[src/rtl/regfile_wb_sched.sv]
// Writeback scheduler and scoreboard for the 32-entry register file: round-robin
// arbitration of writeback sources onto the single write port, plus RAW/WAW issue stalls.
module regfile_wb_sched #(
  parameter int XLEN = 32,
  parameter int NREG = 32,
  parameter int RAW  = 5,
  parameter int NWB  = 3
) (
  input  logic                clk,
  input  logic                rst_n,
  input  logic                i_issue_valid,
  input  logic [RAW-1:0]      i_issue_rs1,
  input  logic [RAW-1:0]      i_issue_rs2,
  input  logic [RAW-1:0]      i_issue_rd,
  input  logic                i_issue_rd_we,
  output logic                o_issue_stall,
  input  logic                i_flush,
  input  logic [NWB-1:0]      i_wb_valid,
  input  logic [NWB*RAW-1:0]  i_wb_rd,
  input  logic [NWB*XLEN-1:0] i_wb_data,
  output logic [NWB-1:0]      o_wb_ready,
  output logic                o_rf_w_enable,
  output logic [RAW-1:0]      o_rf_rd_num,
  output logic [XLEN-1:0]     o_rf_rd_data,
  output logic [RAW:0]        o_pending_cnt
);

  localparam int PW = (NWB > 1) ? $clog2(NWB) : 1;

  logic [NREG-1:0] r_pending;
  logic [PW-1:0]   r_rrPtr;
  logic            r_wEn;
  logic [RAW-1:0]  r_rdNum;
  logic [XLEN-1:0] r_rdData;
  logic [RAW:0]    r_cnt;

  logic            w_hazard;
  logic            w_issueFire;
  logic            w_anyGrant;
  logic [NWB-1:0]  w_grant;
  int              w_grantIdx;
  logic [RAW-1:0]  w_grantRd;
  logic [XLEN-1:0] w_grantData;
  logic [NREG-1:0] w_pendNext;
  logic [RAW:0]    w_cntNext;

  // No bypass: any pending source or destination holds the instruction, as does a flush.
  always_comb begin
    w_hazard = ((i_issue_rs1 != '0) && r_pending[i_issue_rs1])
            || ((i_issue_rs2 != '0) && r_pending[i_issue_rs2])
            || (i_issue_rd_we && (i_issue_rd != '0) && r_pending[i_issue_rd])
            || i_flush;
    o_issue_stall = !rst_n || (i_issue_valid && w_hazard);
    w_issueFire   = rst_n && i_issue_valid && !w_hazard;
  end

  always_comb begin
    w_grant     = '0;
    w_grantIdx  = 0;
    w_anyGrant  = 1'b0;
    w_grantRd   = '0;
    w_grantData = '0;
    if (rst_n) begin
      for (int k = 0; k < NWB; k++) begin
        if (!w_anyGrant && i_wb_valid[(int'(r_rrPtr) + k) % NWB]) begin
          w_anyGrant = 1'b1;
          w_grantIdx = (int'(r_rrPtr) + k) % NWB;
        end
      end
      if (w_anyGrant) begin
        w_grant[w_grantIdx] = 1'b1;
        w_grantRd   = i_wb_rd[w_grantIdx*RAW +: RAW];
        w_grantData = i_wb_data[w_grantIdx*XLEN +: XLEN];
      end
    end
  end

  assign o_wb_ready = w_grant;

  // Set is applied after clear so a newly issued writer keeps ownership of rd.
  always_comb begin
    w_pendNext = r_pending;
    if (r_wEn) begin
      w_pendNext[r_rdNum] = 1'b0;
    end
    if (w_issueFire && i_issue_rd_we && (i_issue_rd != '0)) begin
      w_pendNext[i_issue_rd] = 1'b1;
    end
    if (i_flush) begin
      w_pendNext = '0;
    end
    w_pendNext[0] = 1'b0;
    w_cntNext = '0;
    for (int i = 0; i < NREG; i++) begin
      w_cntNext = w_cntNext + {{RAW{1'b0}}, w_pendNext[i]};
    end
  end

  always_ff @(posedge clk) begin
    if (!rst_n) begin
      r_pending <= '0;
      r_cnt     <= '0;
      r_rrPtr   <= '0;
      r_wEn     <= 1'b0;
      r_rdNum   <= '0;
      r_rdData  <= '0;
    end else begin
      r_pending <= w_pendNext;
      r_cnt     <= w_cntNext;
      r_wEn     <= w_anyGrant && (w_grantRd != '0);
      if (w_anyGrant) begin
        r_rrPtr  <= PW'((w_grantIdx + 1) % NWB);
        r_rdNum  <= w_grantRd;
        r_rdData <= w_grantData;
      end
    end
  end

  assign o_rf_w_enable = r_wEn;
  assign o_rf_rd_num   = r_rdNum;
  assign o_rf_rd_data  = r_rdData;
  assign o_pending_cnt = r_cnt;

endmodule
[config.mk]
export PLATFORM = sky130hd
export DESIGN_NAME = regfile_wb_sched
export DESIGN_NICKNAME = d
export VERILOG_FILES = /design/src/rtl/regfile_wb_sched.sv
export SDC_FILE = /design/constraint.sdc
export NUM_CORES = 1
export LEC_CHECK = 0
export BUFFER_PORTS_ARGS = -buffer_cell sky130_fd_sc_hd__buf_4
export CORE_ASPECT_RATIO = 0.8
export CORE_UTILIZATION = 49
export DETAILED_ROUTE_END_ITERATION = 6
export GPL_TIMING_DRIVEN = 0
export PLACE_DENSITY = 0.83
export SYNTH_ARGS = -nofsm -noshare
export SYNTH_HDL_FRONTEND = slang
export SYNTH_SLANG_ARGS = --single-unit
[constraint.sdc]
create_clock -name clk -period 9.3 [get_ports clk]
set_input_delay 0.465 -clock clk [delete_from_list [all_inputs] [get_ports clk]]
set_output_delay 0.465 -clock clk [all_outputs]
set_load 0.1 [all_outputs]
==> run metrics <==
cell area after placement 0.00853 mm^2; Max Buffers Root-to-Sink 2; final count of negative-setup-slack endpoints 0; power per unit of standard cell area 236 mW/mm^2; Num Clock Sinks 77; Leak Pwr 0.00375 uW; Fin. Hold Viols 0; number of I/O port buffers 177; wire length the detailed router placed on met1 9330 um; number of global-route vias before repair 6915; Max Transition Viols Final 0; Via Count 7350; largest voltage drop on the vdd net 0.189 mV; category of the critical setup timing path primary input to register; post-route cell area 0.00881 mm^2; standard-cell rows 38; average vias per placed instance 6.00; aggregate global-route resource usage 0.308; number of buffers added to fix hold violations after cts 0; buffer type at the clock tree root clkbuf_16; average size of a mapped cell 8.20 um^2; post-route ant nets 0; final setup TNS 0 ns; most used flip-flop cell after synthesis dfxtp_1; hold depth 2; post-synth net total 1035; number of warnings issued by yosys 0; top-level port count 182; number of post-CTS setup repair buffers 0; run status completed; largest net degree at the start of global routing 14; Inserted Clock Buffers 9; Final period util 0.838; share of final-layout standard cells stronger than drive strength 1 0.249; wire length per cell after detailed routing 18.2 um; Total Routed Length 22200 um; min cycle time layout 7.79 ns; Crit Path Max Fanout 9; antenna violations before repair 1; Total Die Area 0.0147 mm^2; relative max-transition margin 0.355; fraction of registers with async set or reset after synthesis 0; placeable core region 0.0137 mm^2; count of mapped cells out of synthesis 851; DRC violations left 0; Final Net Count 1223; timing-limited maximum frequency 0.128 GHz; Max-cap violations 0; WL met3 2230 um; slew of the pin with the lowest slew margin 0.964 ns; number of iterations in the first detailed-routing pass 5; initial standard-cell utilization of the core 0.508; class of the tightest hold or removal check register to register; unrepaired setup endpoints after global routing false; flip-flop and latch count after synthesis 77; arrival time of data at the critical path endpoint 8.00 ns; cells resized by post-CTS repair 0; count of H-tree levels built during CTS 3; crit start category primary input; source-to-sink clock delay at the later pin of the worst-skew pair 0.34 ns; die outline height 109 um; routability-driven placement congestion ratio 0.962; wire length of the first global-routing pass 35100 um; number of design-rule violations left by the first detailed-router iteration 662; sequential share of the synthesized area 0.221; count of flip-flops with a built-in enable after synthesis 0; mapped cell area 0.00698 mm^2; clock tree from TritonCTS yes; area added between synthesis and finish 26.3%; post-synthesis cell type count 79; Crit path required time 9.51 ns; GRT Residual Overflow 0; clk slew on worst S/H paths 0.06 ns; kind of end point of the critical path register; routed wl met2 10200 um; Worst Clk Skew 0.00862 ns; highest metal layer with signal wires met4; number of cells traversed by the worst register-to-register path 25; placed wire-length estimate after detailed placement 17900 um; floorplan die width 135 um
## through the flow
step / power (uW) / util / setup WS, ns / hold slack, ns / cells
CTS: 2070 / 0.641 / 1.55 / 0.489 / 1224
detailed placement: 1730 / 0.621 / 1.25 / 0.476 / 1208
global route: 2200 / 0.641 / 1.10 / 0.512 / 1225
global placement: 1710 / 0.621 / 1.26 / 0.468 / 1208
floorplan: 1420 / - / 2.00 / 0.574 / 851
finish: 2080 / 0.641 / 1.51 / 0.487 / 1225
## worst max-delay path, cell delays in order
cell,delay [ns]
clkbuf_1,0.46
mux4_2,0.59
mux4_2,0.48
mux2i_1,0.14
nand3_1,0.11
nor2_1,0.28
nand2_1,0.10
nor2_1,0.55
nand2_1,0.12
a21oi_1,0.26
fa_1,0.50
inv_1,0.11
fa_1,0.42
inv_1,0.08
fa_1,0.40
inv_1,0.08
fa_1,0.43
fa_1,0.50
fa_1,0.49
inv_1,0.05
fa_1,0.40
fa_1,0.42
a21o_1,0.17
a21oi_1,0.17
xor2_1,0.17
nor2_1,0.06
## report_power, final
| part | switching, uW | internal, uW |
|---|---|---|
| registers | 39.1 | 377 |
| clock network | 140 | 190 |
| logic | 914 | 419 |
## registers in the layout, summed over array words and instances (netlist names)
name / cells
o_rf_w_enable: 1
r_pending: 31
o_rf_rd_num: 5
o_pending_cnt: 6
r_rrPtr: 2
o_rf_rd_data: 32
## logic make-up after synthesis
group           count (synthesis)  share of synthesized area
simple gates                  293                      0.199
compound gates                266                      0.247
buf+inv                        96                     0.0536
flops                          77                      0.221
mux                            54                      0.139
fa+ha+maj                      51                      0.117
xor+xnor                       14                     0.0235
## synthesized netlist by cell type, types with 3 or more instances
cell type / instances / area [um^2]
a21o_1: 19 / 143
a21oi_1: 100 / 500
a22o_1: 3 / 26.3
a22oi_1: 41 / 308
a31oi_1: 5 / 31.3
and2_1: 24 / 150
and3_1: 8 / 50.1
and3b_1: 3 / 26.3
buf_1: 3 / 11.3
buf_2: 5 / 25.0
clkbuf_1: 47 / 176
dfxtp_1: 77 / 1540
fa_1: 24 / 480
ha_1: 26 / 325
inv_1: 38 / 143
mux2_2: 5 / 56.3
mux2i_1: 15 / 150
mux4_2: 34 / 766
nand2_1: 112 / 420
nand2b_1: 6 / 37.5
nand3_1: 15 / 75.1
nand3b_1: 7 / 52.6
nand4_1: 5 / 31.3
nor2_1: 77 / 289
nor2b_1: 5 / 31.3
nor3_1: 8 / 40.0
nor3b_1: 4 / 30.0
nor4_1: 3 / 18.8
o211ai_1: 7 / 52.6
o211ai_2: 3 / 37.5
o21ai_0: 45 / 225
o21ai_1: 5 / 25.0
o22ai_1: 4 / 25.0
or3_1: 5 / 31.3
xnor2_1: 6 / 52.6
xor2_1: 4 / 35.0
## final timing paths
| path | startpoint | slack (ns) | end |
|---|---|---|---|
| setup / recovery | i_issue_rs1[0] | 1.51 | o_pending_cnt[4] |
| hold / removal | o_rf_rd_data[21] | 0.49 | o_rf_rd_data[21] |
| setup reg to reg | r_pending[28] | 1.83 | o_pending_cnt[4] |
| hold reg to reg | o_rf_rd_data[21] | 0.49 | o_rf_rd_data[21] |
## final cells by class
type	instances	area (um^2)
fillers	1192	4930
inverters	40	150
well taps	180	225
repair buffers	177	1330
clock inverters	4	31.3
clock buffers	12	246
multi-input cells	678	5060
flip-flops and latches	77	1540
diodes	1	2.50
plain buffers	56	224
## metal layers
layer | up-vias | GRT usage
li1 | 3471 | -
met1 | 3468 | 0.406
met2 | 374 | 0.505
met3 | 37 | 0.0739
met4 | 0 | 0.0843
met5 | - | 0
## cells in the final DEF (no fill, tap or decap), types with 4 or more instances in the layout
cell type,count
a21o_1,19
a21oi_1,100
a22oi_1,41
a31oi_1,5
and2_1,24
and3_1,8
buf_2,5
buf_4,177
clkbuf_1,49
clkbuf_16,9
dfxtp_1,77
fa_1,24
ha_1,26
inv_1,38
mux2_2,5
mux2i_1,15
mux4_2,34
nand2_1,112
nand2b_1,6
nand3_1,15
nand3b_1,7
nand4_1,5
nor2_1,77
nor2b_1,5
nor3_1,8
nor3b_1,4
o211ai_1,7
o21ai_0,45
o21ai_1,5
o22ai_1,4
or3_1,5
xnor2_1,6
xor2_1,4
No activity file was read; power rests on OpenSTA's default activity.
